File: config.mk
export PLATFORM = sky130hd
export DESIGN_NAME = dp_snapshot_tx
export DESIGN_NICKNAME = d
export VERILOG_FILES = /design/src/rtl/dbg_pkg.sv /design/src/rtl/dp_snapshot_tx.sv
export SDC_FILE = /design/constraint.sdc
export NUM_CORES = 1
export LEC_CHECK = 0
export CORE_MARGIN = 5
export CORE_UTILIZATION = 40
export DETAILED_ROUTE_END_ITERATION = 10
export GPL_ROUTABILITY_DRIVEN = 0
export PLACE_DENSITY = 0.64
export SLEW_MARGIN = 40
export SYNTH_ARGS = -nofsm -noshare
export SYNTH_HDL_FRONTEND = slang
export SYNTH_SLANG_ARGS = --single-unit
File: constraint.sdc
create_clock -name clk -period 7.7 [get_ports clk]
set_input_delay 1.155 -clock clk [delete_from_list [all_inputs] [get_ports clk]]
set_output_delay 1.155 -clock clk [all_outputs]
set_load 0.01 [all_outputs]
File: src/rtl/dbg_pkg.sv
// rtl/dbg_pkg.sv - shared debug-path constants and state encoding
package dbg_pkg;

    localparam logic [1:0] ST_IDLE = 2'd0;
    localparam logic [1:0] ST_SEND = 2'd1;
    localparam logic [1:0] ST_WAIT = 2'd2;

    localparam logic [7:0] DBG_HDR = 8'hA5;

    typedef enum logic [1:0] {
        S_IDLE = ST_IDLE,
        S_SEND = ST_SEND,
        S_WAIT = ST_WAIT
    } snap_state_t;

endpackage

File: src/rtl/dp_snapshot_tx.sv
// rtl/dp_snapshot_tx.sv - datapath snapshot framer feeding the UART transmitter
module dp_snapshot_tx
    import dbg_pkg::*;
#(
    parameter int         BUS_BYTES = 3,
    parameter logic [7:0] HDR_BYTE  = DBG_HDR
) (
    input  logic                   clk,
    input  logic                   rst,
    input  logic                   snap_req,
    input  logic [8*BUS_BYTES-1:0] dp_bus,
    input  logic                   tx_done,
    output logic                   tx_start,
    output logic [7:0]             tx_data,
    output logic                   busy,
    output logic                   snap_done
);

    localparam int         W        = 8 * BUS_BYTES;
    localparam logic [8:0] LAST_IDX = 9'(BUS_BYTES + 1);

    snap_state_t    state_q, state_d;
    logic [W-1:0]   shadow_q, shadow_d;
    logic [8:0]     idx_q, idx_d;
    logic [7:0]     csum_q, csum_d;
    logic           tx_start_q, tx_start_d;
    logic [7:0]     tx_data_q, tx_data_d;
    logic           busy_q, busy_d;
    logic           snap_done_q, snap_done_d;
    logic [7:0]     csum_nxt;
    logic [8:0]     idx_inc;

    function automatic logic is_payload(input logic [8:0] k);
        return (k >= 9'd1) && (k <= 9'(BUS_BYTES));
    endfunction

    // Index 1 is the most significant byte of the shadow register.
    function automatic logic [7:0] payload_byte(input logic [W-1:0] sh, input logic [8:0] k);
        int off;
        off = 0;
        if (is_payload(k))
            off = (BUS_BYTES - int'(k)) * 8;
        return sh[off +: 8];
    endfunction

    always_ff @(posedge clk) begin
        if (rst) begin
            state_q     <= S_IDLE;
            shadow_q    <= '0;
            idx_q       <= '0;
            csum_q      <= '0;
            tx_start_q  <= 1'b0;
            tx_data_q   <= 8'h00;
            busy_q      <= 1'b0;
            snap_done_q <= 1'b0;
        end else begin
            state_q     <= state_d;
            shadow_q    <= shadow_d;
            idx_q       <= idx_d;
            csum_q      <= csum_d;
            tx_start_q  <= tx_start_d;
            tx_data_q   <= tx_data_d;
            busy_q      <= busy_d;
            snap_done_q <= snap_done_d;
        end
    end

    // Outputs are computed one cycle ahead so every port is a flop.
    always_comb begin
        state_d     = state_q;
        shadow_d    = shadow_q;
        idx_d       = idx_q;
        csum_d      = csum_q;
        tx_start_d  = 1'b0;
        tx_data_d   = tx_data_q;
        busy_d      = busy_q;
        snap_done_d = 1'b0;
        idx_inc     = idx_q + 9'd1;
        csum_nxt    = csum_q + (is_payload(idx_q) ? payload_byte(shadow_q, idx_q) : 8'h00);

        case (state_q)
            S_IDLE: begin
                if (snap_req) begin
                    shadow_d   = dp_bus;
                    idx_d      = '0;
                    csum_d     = '0;
                    tx_start_d = 1'b1;
                    tx_data_d  = HDR_BYTE;
                    busy_d     = 1'b1;
                    state_d    = S_SEND;
                end
            end
            S_SEND: begin
                state_d = S_WAIT;
            end
            S_WAIT: begin
                if (tx_done) begin
                    csum_d = csum_nxt;
                    if (idx_q == LAST_IDX) begin
                        snap_done_d = 1'b1;
                        busy_d      = 1'b0;
                        state_d     = S_IDLE;
                    end else begin
                        idx_d      = idx_inc;
                        tx_start_d = 1'b1;
                        tx_data_d  = (idx_inc == LAST_IDX) ? csum_nxt
                                                           : payload_byte(shadow_q, idx_inc);
                        state_d    = S_SEND;
                    end
                end
            end
            default: begin
                state_d = S_IDLE;
                busy_d  = 1'b0;
            end
        endcase
    end

    assign tx_start  = tx_start_q;
    assign tx_data   = tx_data_q;
    assign busy      = busy_q;
    assign snap_done = snap_done_q;

endmodule

==> impl_summary.log, run 1 <==
[metrics] DRT met1 WL: 4020 µm
[metrics] H-tree lvl count: 2
[metrics] run status: completed
[metrics] Synth cell types: 54
[metrics] Min-Delay Startpoint: shadow_q[14]
[metrics] antenna violations before repair: 0
[metrics] Placeable Area: 7650 µm²
[metrics] routed length per instance: 15.2 µm
[metrics] power per cell area: 162 nW/µm²
[metrics] worst-case clock buffer depth: 2
[metrics] number of inserted diodes: 0
[metrics] minimum hold slack: 0.473 ns
[metrics] synth cell count leaders: 69 x sky130_fd_sc_hd__nand2_1, 54 x sky130_fd_sc_hd__dfxtp_1, 51 x sky130_fd_sc_hd__a21oi_1, 34 x sky130_fd_sc_hd__nor2_1, 20 x sky130_fd_sc_hd__clkbuf_1
[metrics] maximum clock rate: 250 MHz
[metrics] design area: 3660 µm²
[metrics] die extent in y: 98.3 µm
[metrics] post-CTS resize count: 0
[metrics] post-synthesis register bit count: 54
[metrics] CTS hold repair buffers: 0
[metrics] library cell with the largest summed area after synthesis: sky130_fd_sc_hd__dfxtp_1
[metrics] drt drc: 0
[metrics] hold depth: 2
[metrics] Clock Pin Slew Worst Setup and Hold Paths: 0.10 ns
[metrics] drt total wl: 7860 µm
[metrics] sink count of the clock tree: 54
[metrics] area of the die: 9670 µm²
[metrics] Worst R2R Setup Slack: 3.70 ns
[metrics] async set-or-reset flop fraction in the synthesized netlist: 0%
[metrics] number of instances in the synthesized netlist: 393
[metrics] Mapped Avg Cell Area: 7.94 µm²
[metrics] class of the tightest hold or removal check: reg -> reg
[metrics] Synth warnings: 0
[metrics] buffer count from post-CTS setup fixing: 0
[metrics] fin crit period: 4.00 ns
[metrics] number of search-and-repair iterations in the first detailed-routing pass: 4
[metrics] clock latency on the worst-skew pair: 0.31 ns
[metrics] critical path data required time: 7.92 ns
[metrics] summed negative setup slack over all endpoints: 0 ns
[metrics] Post-Syn Area: 3120 µm²
[metrics] net count of the mapped netlist: 438
[metrics] maximum fanout count along the critical path: 22
[metrics] top-count cell post-synth: sky130_fd_sc_hd__nand2_1
[metrics] clock root cell: sky130_fd_sc_hd__clkbuf_8
[metrics] number of synthesized flops with an enable pin: 0
[metrics] area used by sequential logic in the layout: 1080 µm²
[metrics] kind of end point of the critical path: flop
[metrics] residual antenna-violating net count after detailed routing: 0
[metrics] placed inst area: 3550 µm²
[metrics] post-synth top area share: 34.6%
[metrics] sequential share of the synthesized area: 34.6%
[metrics] class of the most critical setup path: reg -> reg
[metrics] chip width: 98.3 µm
[metrics] initial core utilization: 40.8%
[metrics] count of final hold-check violations: 0
[metrics] NumNets Final: 459
[metrics] number of global-route vias before repair: 2767
[metrics] worst ir drop on vdd: 0.0902 mV
[metrics] reported max-cap violation count: 0
[metrics] global-route wire length before repair: 13600 µm
[metrics] Area Growth Syn to Fin: 17.2%
[metrics] number of cell instances on the worst register-to-register path: 13
[metrics] fraction of layout cells with a size suffix above 1: 6.02%
[metrics] violation count after the first detailed-routing iteration: 135
[metrics] met3 wirelength from detailed routing: 408 µm
[metrics] count of boundary I/O pins: 39
[metrics] static leakage: 1.40 nW
[metrics] worst slew slack as a fraction of its limit: 41.8%
[metrics] met2 WL: 3390 µm
[metrics] CTS tree: yes
[metrics] reg-to-reg critical path endpoint: tx_data[4]
[metrics] DPL Wire Length: 5880 µm
[metrics] cell types with the largest area share after synthesis: sky130_fd_sc_hd__dfxtp_1 35%, sky130_fd_sc_hd__nand2_1 8.3%, sky130_fd_sc_hd__a21oi_1 8.2%, sky130_fd_sc_hd__ha_1 6.4%, sky130_fd_sc_hd__nor2_1 4.1%
[metrics] worst-case clock skew: 0.00830 ns
[metrics] Critical R2R Launch: idx_q[0]
[metrics] # port buffers: 38
[metrics] number of buffers created by CTS: 5
[metrics] final number of max-transition violations: 0
[metrics] GRT Total Usage: 16.9%
[metrics] Worst EP arrival: 4.22 ns
[metrics] final clock period utilization by the worst path: 52.0%
[metrics] uppermost metal layer occupied by signal nets: met4
[metrics] total via count in the routed design: 2829
[metrics] multi-input combinational cell area: 1910 µm²
[metrics] endpoint of the worst hold-timing path: shadow_q[14]
[metrics] sort of element at the start of the critical path: flop
[metrics] filler cell count: 776
[metrics] slew at the pin closest to its max-slew limit: 0.871 ns
[metrics] pin count of the biggest net entering global routing: 55
[metrics] predominant post-synthesis flop cell: sky130_fd_sc_hd__dfxtp_1
[metrics] total global routing overflow: 0
[metrics] RSZ-0062 raised after global routing: false
[metrics] final count of negative-setup-slack endpoints: 0
[metrics] number of rows in the core area: 32
[metrics] vias per cell: 5.47
-- flip-flops by register name (all words and copies together), names as in the netlist --
signal and flops:
shadow_q 24, idx_q 9, csum_q 8, tx_data 8, state_q 2, busy 1
snap_done 1, tx_start 1
-- cell type report --
type / instances / area share [%]
timing repair buffer: 40 / 10.7
clock inverter: 2 / 1.03
clock buffer: 6 / 1.98
sequential: 54 / 29.5
inverter: 9 / 0.923
multi-input combinational: 304 / 52.3
tap: 102 / 3.49
-- cells in the final DEF, fill, tap and decap left out, types with 8 or more instances in the layout --
cell type / instances
sky130_fd_sc_hd__nor2_1: 34
sky130_fd_sc_hd__a22oi_1: 11
sky130_fd_sc_hd__dfxtp_1: 54
sky130_fd_sc_hd__a21oi_1: 51
sky130_fd_sc_hd__ha_1: 16
sky130_fd_sc_hd__nand3_1: 9
sky130_fd_sc_hd__a211oi_1: 11
sky130_fd_sc_hd__clkdlybuf4s50_1: 37
sky130_fd_sc_hd__inv_1: 9
sky130_fd_sc_hd__nand2_1: 69
sky130_fd_sc_hd__nor3_1: 8
-- worst max-delay path: stages, from the launching register on --
cell and delay (ns):
sky130_fd_sc_hd__dfxtp_1 0.80, sky130_fd_sc_hd__ha_1 0.31, sky130_fd_sc_hd__nor4_1 0.08, sky130_fd_sc_hd__nor3_2 0.56, sky130_fd_sc_hd__mux2i_1 0.27, sky130_fd_sc_hd__a211oi_1 0.10, sky130_fd_sc_hd__ha_1 0.23, sky130_fd_sc_hd__fa_1 0.41
sky130_fd_sc_hd__a21o_1 0.18, sky130_fd_sc_hd__a21oi_1 0.23, sky130_fd_sc_hd__xnor2_1 0.12, sky130_fd_sc_hd__a22o_1 0.18, sky130_fd_sc_hd__a22o_1 0.22, sky130_fd_sc_hd__a22o_1 0.22
-- how the worst max path moves through the flow --
stage / depth (start not counted) / from / to / slack [ns]
2_1_floorplan: 16 / idx_q[3] / tx_data[4] / 4.12
3_3_place_gp: 13 / idx_q[0] / tx_data[4] / 3.83
3_5_place_dp: 13 / idx_q[0] / tx_data[4] / 3.77
4_1_cts: 13 / idx_q[0] / tx_data[4] / 3.72
5_1_grt: 14 / idx_q[0] / tx_data[6] / 3.44
6_report: 13 / idx_q[0] / tx_data[4] / 3.70
-- power by group --
part           internal, W  switching [W]  leakage, nW  total [W]
clock network    0.0000972      0.0000968       0.0514   0.000194
registers         0.000293      0.0000128        0.441   0.000305
logic            0.0000427      0.0000512        0.907  0.0000940
-- per-stage QoR --
step                      worst slack, ns  cells  total power [W]  util [%]
final                                3.70    517         0.000593      47.8
after global routing                 3.44    517         0.000622      47.8
after CTS                            3.72    517         0.000600      47.8
after detailed placement             3.77    509         0.000406      46.4
after global placement               3.83    509         0.000404      46.3
after floorplan                      4.12    393         0.000367         -
-- cells by family (layout without fill, tap and decap cells) --
kind of cell	after synthesis	in the layout	synth area share (%)
compound gates	116	116	24.3
xor+xnor	10	10	2.81
fa+ha+maj	17	17	7.06
buf+inv	35	57	4.41
flops	54	54	34.6
mux	13	13	4.89
simple gates	148	148	21.9
-- metal layers --
| layer | vias up | GRT usage, % |
|---|---|---|
| li1 | 1440 | - |
| met1 | 1310 | 24.2 |
| met2 | 75 | 26.4 |
| met3 | 4 | 3.07 |
| met4 | 0 | 3.78 |
| met5 | - | 0 |
Note: power is estimated with default switching activity, not from simulation.
==> run 2, diff against run 1 <==
PLACE_DENSITY = 0.66   (was 0.64)
clock period = 3.3 ns   (was 7.7 ns; I/O delays follow)
==> impl_summary.log, run 2 (same netlist as run 1, synthesis figures left out) <==
[metrics] run status: complete, but fails checks
[metrics] failing checks: negative setup slack
[metrics] number of global-route vias before repair: 2747 (-0.72%)
[metrics] Critical R2R Launch: idx_q[2]
[metrics] class of the most critical setup path: reg -> reg
[metrics] sink count of the clock tree: 54 (unchanged)
[metrics] part of the total power dissipated in the clock network: 29.1% (-3.6 points)
[metrics] internal power: 0.000964 W (+120%)
[metrics] global-route wire length before repair: 13900 µm (+2.2%)
[metrics] NumNets Final: 486 (+5.9%)
[metrics] slowest stage cell on the critical path: sky130_fd_sc_hd__fa_2
[metrics] worst-case clock buffer depth: 2 (unchanged)
[metrics] count of final hold-check violations: 0 (unchanged)
[metrics] summed negative setup slack over all endpoints: -0.0684 ns (-0.0684 ns)
[metrics] number of inserted diodes: 0 (unchanged)
[metrics] DPL Wire Length: 6220 µm (+5.7%)
[metrics] final critical-path setup slack: -0.0644 ns (-3.76 ns)
[metrics] worst ir drop on vdd: 0.173 mV (+92%)
[metrics] static leakage: 1.55 nW (+11%)
[metrics] GRT Total Usage: 17.4% (+0.51 points)
[metrics] slew at the pin closest to its max-slew limit: 0.606 ns (-0.265 ns)
[metrics] met3 wirelength from detailed routing: 706 µm (+73%)
[metrics] net switching power: 0.000375 W (+130%)
[metrics] final count of negative-setup-slack endpoints: 2 (+2)
[metrics] met2 WL: 3810 µm (+13%)
[metrics] CTS hold repair buffers: 0 (unchanged)
[metrics] placed inst area: 3700 µm² (+4.4%)
[metrics] Comb power frac: 17.9% (+2.1 points)
[metrics] total global routing overflow: 0 (unchanged)
[metrics] sort of element at the start of the critical path: flop
[metrics] DRT met1 WL: 3930 µm (-2.1%)
[metrics] largest incremental delay on the critical path: 0.40 ns (-0.40 ns)
[metrics] chip width: 98.3 µm (unchanged)
[metrics] RSZ-0062 raised after global routing: true
[metrics] violation count after the first detailed-routing iteration: 169 (+25%)
[metrics] final clock period utilization by the worst path: 102% (+50 points)
[metrics] switch share: 28.0% (+0.93 points)
[metrics] Min-Delay Startpoint: shadow_q[12]
[metrics] fraction of layout cells with a size suffix above 1: 15.4% (+9.4 points)
[metrics] pin count of the biggest net entering global routing: 29 (-47%)
[metrics] Worst R2R Setup Slack: -0.06 ns (-3.76 ns)
[metrics] Placeable Area: 7650 µm² (unchanged)
[metrics] count of boundary I/O pins: 39 (unchanged)
[metrics] Cell Chain, Critical Path: inv_2 -> ha_4 -> nor3b_4 -> nand2_2 -> nor3_4 -> mux2i_1 -> a211oi_2 -> ha_2 -> fa_2 -> a21o_1 -> a21oi_2 -> xnor2_2 -> a22o_1 -> a22o_1 -> a22o_1
[metrics] fin crit period: 3.36 ns (-0.638 ns)
[metrics] power per cell area: 342 nW/µm² (+110%)
[metrics] clock root cell: sky130_fd_sc_hd__clkbuf_8
[metrics] number of search-and-repair iterations in the first detailed-routing pass: 4 (unchanged)
[metrics] # port buffers: 38 (unchanged)
[metrics] CTS tree: yes
[metrics] class of the tightest hold or removal check: reg -> reg
[metrics] critical path data required time: 3.52 ns (-4.40 ns)
[metrics] H-tree lvl count: 2 (unchanged)
[metrics] number of rows in the core area: 32 (unchanged)
[metrics] Seq pwr share: 52.9% (+1.4 points)
[metrics] Util after Layout: 51.2% (+3.4 points)
[metrics] vias per cell: 5.35 (-2.2%)
[metrics] total via count in the routed design: 2911 (+2.9%)
[metrics] maximum fanout count along the critical path: 4 (-82%)
[metrics] DP Cell Count: 529 (+3.9%)
[metrics] minimum hold slack: 0.474 ns (+0.00142 ns)
[metrics] endpoint of the worst hold-timing path: shadow_q[12]
[metrics] die extent in y: 98.3 µm (unchanged)
[metrics] final instance count without filler cells: 544 (+5.2%)
[metrics] worst-case clock skew: 0.00618 ns (-0.00212 ns)
[metrics] uppermost metal layer occupied by signal nets: met4
[metrics] initial core utilization: 40.8% (unchanged)
[metrics] number of buffers created by CTS: 5 (unchanged)
[metrics] Worst EP arrival: 3.58 ns (-0.64 ns)
[metrics] reported max-cap violation count: 0 (unchanged)
[metrics] maximum clock rate: 297 MHz (+19%)
[metrics] reg-to-reg critical path endpoint: tx_data[4]
[metrics] final number of max-transition violations: 0 (unchanged)
[metrics] area of the die: 9670 µm² (unchanged)
[metrics] worst slew slack as a fraction of its limit: 59.5% (+18 points)
[metrics] Area Growth Syn to Fin: 25.6%
[metrics] kind of end point of the critical path: flop
[metrics] number of flip-flops in the largest register: 24 (unchanged)
[metrics] Clock Pin Slew Worst Setup and Hold Paths: 0.10 ns (about the same)
[metrics] register name with the most flops: shadow_q
[metrics] biggest regs: shadow_q: 24 flops, idx_q: 9 flops
[metrics] Most Frequent Cell on Critical Path: sky130_fd_sc_hd__a22o_1
[metrics] hold depth: 2 (unchanged)
[metrics] drt total wl: 8500 µm (+8.2%)
[metrics] antenna violations before repair: 0 (unchanged)
[metrics] most frequent standard cell in the layout excluding fill and tap cells: sky130_fd_sc_hd__nand2_1
[metrics] routed length per instance: 15.6 µm (+2.8%)
[metrics] clock latency on the worst-skew pair: 0.31 ns (about the same)
[metrics] top library cells by usage in the layout, fill and taps aside: 68 x sky130_fd_sc_hd__nand2_1, 52 x sky130_fd_sc_hd__dfxtp_1, 50 x sky130_fd_sc_hd__a21oi_1
[metrics] residual antenna-violating net count after detailed routing: 0 (unchanged)
[metrics] number of cell instances on the worst register-to-register path: 15 (+2)
[metrics] design area: 3920 µm² (+7.1%)
[metrics] drt drc: 0 (unchanged)
[run 2: critical path, delay by kind of cell (launching register included)]
family                   cells  cell delay, ns
adder cells (fa/ha/maj)      3            0.75
XOR/XNOR                     1            0.10
AO/OA/AOI/OAI                6            1.11
buffers and inverters        1            0.07
multiplexers                 1            0.28
AND/OR/NAND/NOR              3            0.63
flip-flops                   1            0.34
[run 2: routing by layer]
| metal | vias up | global-route usage [%] |
|---|---|---|
| met4 | 0 | 3.89 |
| met1 | 1307 | 24.7 |
| met3 | 6 | 4.29 |
| met2 | 102 | 26.7 |
| li1 | 1496 | - |
| met5 | - | 0 |
[run 2: layout make-up]
class                   instances  area, µm²
multi-input cells             304       1990
fillers                       729       3730
inverters                       9       33.8
clock buffers                   7       86.3
flip-flops and latches         54       1080
well taps                     102        128
clock inverters                 1       5.00
repair buffers                 67        597
[run 2: worst max-delay path by stage]
| stage | endpoint | from | cells past startpoint | slack (ns) |
|---|---|---|---|---|
| after floorplan | tx_data[4] | idx_q[2] | 16 | 0.003 |
| after global placement | tx_data[4] | idx_q[2] | 15 | 0.10 |
| after detailed placement | tx_data[4] | idx_q[7] | 13 | 0.02 |
| after CTS | tx_data[4] | idx_q[7] | 13 | 0.06 |
| after global routing | tx_data[4] | idx_q[3] | 15 | -0.22 |
| final | tx_data[4] | idx_q[2] | 15 | -0.06 |
[run 2: timing repair]
| action | CTS | global route |
|---|---|---|
| setup buffers | 0 | 7 |
| setup endpoints to repair | 1 | 8 |
| pin swaps | 1 | 9 |
| resized for setup | 0 | 17 |
[run 2: through the flow]
step                      setup WS [ns]  power (W)
after global placement            0.102   0.000952
after floorplan                 0.00261   0.000857
after detailed placement         0.0240   0.000956
after CTS                        0.0640    0.00134
final                           -0.0644    0.00134
after global routing             -0.221    0.00141
[run 2: power groups by stage]
stage	clock network, W	registers (W)	logic, W
3_3_place_gp	0	0.000723	0.000229
3_5_place_dp	0	0.000725	0.000232
4_1_cts	0.000398	0.000709	0.000233
5_1_grt	0.000430	0.000714	0.000265
2_1_floorplan	0	0.000718	0.000138
6_report	0.000390	0.000709	0.000240
==> run 3, diff against run 2 <==
PLACE_DENSITY = 0.71   (was 0.66)
==> impl_summary.log, run 3 (same netlist as run 1, synthesis figures left out) <==
[metrics] DP Cell Count: 531 (+0.38%)
[metrics] NumNets Final: 484 (-0.41%)
[metrics] area of the die: 9670 µm² (unchanged)
[metrics] number of flip-flops in the largest register: 24 (unchanged)
[metrics] clock latency on the worst-skew pair: 0.32 ns (about the same)
[metrics] maximum clock rate: 307 MHz (+3.3%)
[metrics] power per cell area: 358 nW/µm² (+4.8%)
[metrics] kind of end point of the critical path: flop
[metrics] count of final hold-check violations: 0 (unchanged)
[metrics] Area Growth Syn to Fin: 25.5% (about the same)
[metrics] first element of the critical path: idx_q[2]
[metrics] CTS tree: yes
[metrics] slew at the pin closest to its max-slew limit: 0.585 ns (-0.0207 ns)
[metrics] final clock period utilization by the worst path: 98.6% (-3.3 points)
[metrics] fraction of layout cells with a size suffix above 1: 15.0% (-0.38 points)
[metrics] fin crit period: 3.26 ns (-0.109 ns)
[metrics] biggest regs: shadow_q: 24 flops, idx_q: 9 flops
[metrics] number of buffers created by CTS: 5 (unchanged)
[metrics] Most Frequent Cell on Critical Path: sky130_fd_sc_hd__a22o_1
[metrics] residual antenna-violating net count after detailed routing: 0 (unchanged)
[metrics] class of the tightest hold or removal check: reg -> reg
[metrics] static leakage: 1.53 nW (-0.93%)
[metrics] register name with the most flops: shadow_q
[metrics] largest incremental delay on the critical path: 0.35 ns (-0.05 ns)
[metrics] final instance count without filler cells: 542 (-0.37%)
[metrics] antenna violations before repair: 0 (unchanged)
[metrics] critical path data required time: 3.53 ns (about the same)
[metrics] worst slew slack as a fraction of its limit: 60.8% (+1.4 points)
[metrics] summed negative setup slack over all endpoints: 0 ns (+0.0684 ns)
[metrics] number of global-route vias before repair: 2744 (-0.11%)
[metrics] top library cells by usage in the layout, fill and taps aside: 68 x sky130_fd_sc_hd__nand2_1, 52 x sky130_fd_sc_hd__dfxtp_1, 50 x sky130_fd_sc_hd__a21oi_1
[metrics] slowest stage cell on the critical path: sky130_fd_sc_hd__fa_2
[metrics] total via count in the routed design: 2991 (+2.7%)
[metrics] class of the most critical setup path: reg -> reg
[metrics] Power, Total: 0.00140 W (+4.8%)
[metrics] final number of max-transition violations: 0 (unchanged)
[metrics] Worst EP arrival: 3.48 ns (-0.10 ns)
[metrics] total global routing overflow: 0 (unchanged)
[metrics] reported max-cap violation count: 0 (unchanged)
[metrics] RSZ-0062 raised after global routing: true
[metrics] # port buffers: 38 (unchanged)
[metrics] worst ir drop on vdd: 0.214 mV (+24%)
[metrics] routed length per instance: 15.9 µm (+1.8%)
[metrics] run status: completed
[metrics] maximum fanout count along the critical path: 5 (+1)
[metrics] drt drc: 0 (unchanged)
[metrics] Min-Delay Startpoint: shadow_q[15]
[metrics] Critical R2R Launch: idx_q[2]
[metrics] clock root cell: sky130_fd_sc_hd__clkbuf_8
[metrics] number of search-and-repair iterations in the first detailed-routing pass: 5 (+1)
[metrics] die extent in y: 98.3 µm (unchanged)
[metrics] Clock Pin Slew Worst Setup and Hold Paths: 0.10 ns (about the same)
[metrics] filler cell count: 725 (-0.55%)
[metrics] sort of element at the start of the critical path: flop
[metrics] Cell Chain, Critical Path: inv_2 -> ha_1 -> nor3b_4 -> nand2_2 -> nor3_4 -> mux2i_1 -> a211oi_2 -> ha_2 -> fa_2 -> a21o_1 -> a21oi_2 -> xnor2_1 -> a22o_1 -> a22o_1 -> a22o_1
[metrics] worst-case clock skew: 0.0151 ns (+0.00893 ns)
[metrics] global-route wire length before repair: 13700 µm (-1.0%)
[metrics] Placeable Area: 7650 µm² (unchanged)
[metrics] drt total wl: 8620 µm (+1.4%)
[metrics] initial core utilization: 40.8% (unchanged)
[metrics] number of inserted diodes: 0 (unchanged)
[metrics] pin count of the biggest net entering global routing: 35 (+21%)
[metrics] multi-input combinational cell area: 1980 µm² (-0.13%)
[metrics] GRT Total Usage: 17.1% (-0.28 points)
[metrics] chip width: 98.3 µm (unchanged)
[metrics] area used by sequential logic in the layout: 1080 µm² (unchanged)
[metrics] DPL Wire Length: 6220 µm (+0.12%)
[metrics] number of rows in the core area: 32 (unchanged)
[metrics] vias per cell: 5.52 (+3.1%)
[metrics] H-tree lvl count: 2 (unchanged)
[metrics] final count of negative-setup-slack endpoints: 0 (-2)
[metrics] count of boundary I/O pins: 39 (unchanged)
[metrics] violation count after the first detailed-routing iteration: 194 (+15%)
[metrics] most frequent standard cell in the layout excluding fill and tap cells: sky130_fd_sc_hd__nand2_1
[metrics] worst-case clock buffer depth: 2 (unchanged)
[metrics] sink count of the clock tree: 54 (unchanged)
## run 3: cell types whose count changed in the layout (fill, tap and decap cells not counted), sizes merged
cell	change
clkinvlp	+1
clkinv	-1
buf	-2
bufinv	+1
clkbuf	-1
## run 3: worst paths after layout
check / to / slack [ns] / depth (start not counted)
worst max-delay path: tx_data[4] / 0.04 / 15
worst min register to register: shadow_q[15] / 0.48 / 2
worst max register to register: tx_data[4] / 0.04 / 15
worst min-delay path: shadow_q[15] / 0.48 / 2
## run 3: final cells by class
cell class | count | share of cell area (%)
Clock inverter | 2 | 0.958
Inverter | 9 | 0.863
Tap cell | 102 | 3.26
Sequential cell | 54 | 27.7
Multi-Input combinational cell | 304 | 50.6
Timing Repair Buffer | 65 | 14.8
Clock buffer | 6 | 1.85
## run 3: report_power, final
group	total, W	switching (W)	internal, W
clock network	0.000451	0.000224	0.000227
logic	0.000241	0.000129	0.000112
registers	0.000711	0.0000280	0.000683
total	0.00140	0.000381	0.00102
## run 3: timing repair
item                       in CTS  in global routing
hold buffers                    0                  0
gates resized for setup         0                 15
buffers inserted                0                  3
setup endpoints to repair       0                  8
## run 3: per-stage QoR
step	worst slack (ns)	utilization (%)	cell area (µm²)	hold slack, ns
5_1_grt	-0.113	51.2	3920	0.490
6_report	0.0446	51.2	3920	0.478
2_1_floorplan	0.00261	-	3140	0.446
3_5_place_dp	0.0394	48.6	3720	0.466
4_1_cts	0.0191	50.1	3830	0.479
3_3_place_gp	0.0813	48.6	3720	0.464
## run 3: worst max-delay path, delay by kind of cell, from the launching register on
family	cells	cell delay, ns
buffers and inverters	1	0.06
flip-flops	1	0.34
XOR/XNOR	1	0.10
adder cells (fa/ha/maj)	3	0.70
multiplexers	1	0.27
AO/OA/AOI/OAI	6	1.06
AND/OR/NAND/NOR	3	0.66
## run 3: layer usage
metal  up-vias  share of wire [%]  track usage (%)
li1       1491                  -                -
met1      1390                 47             24.9
met2       100                 45             25.7
met3        10                6.0             3.50
met4         0                1.3             4.52
met5         -                  0                0
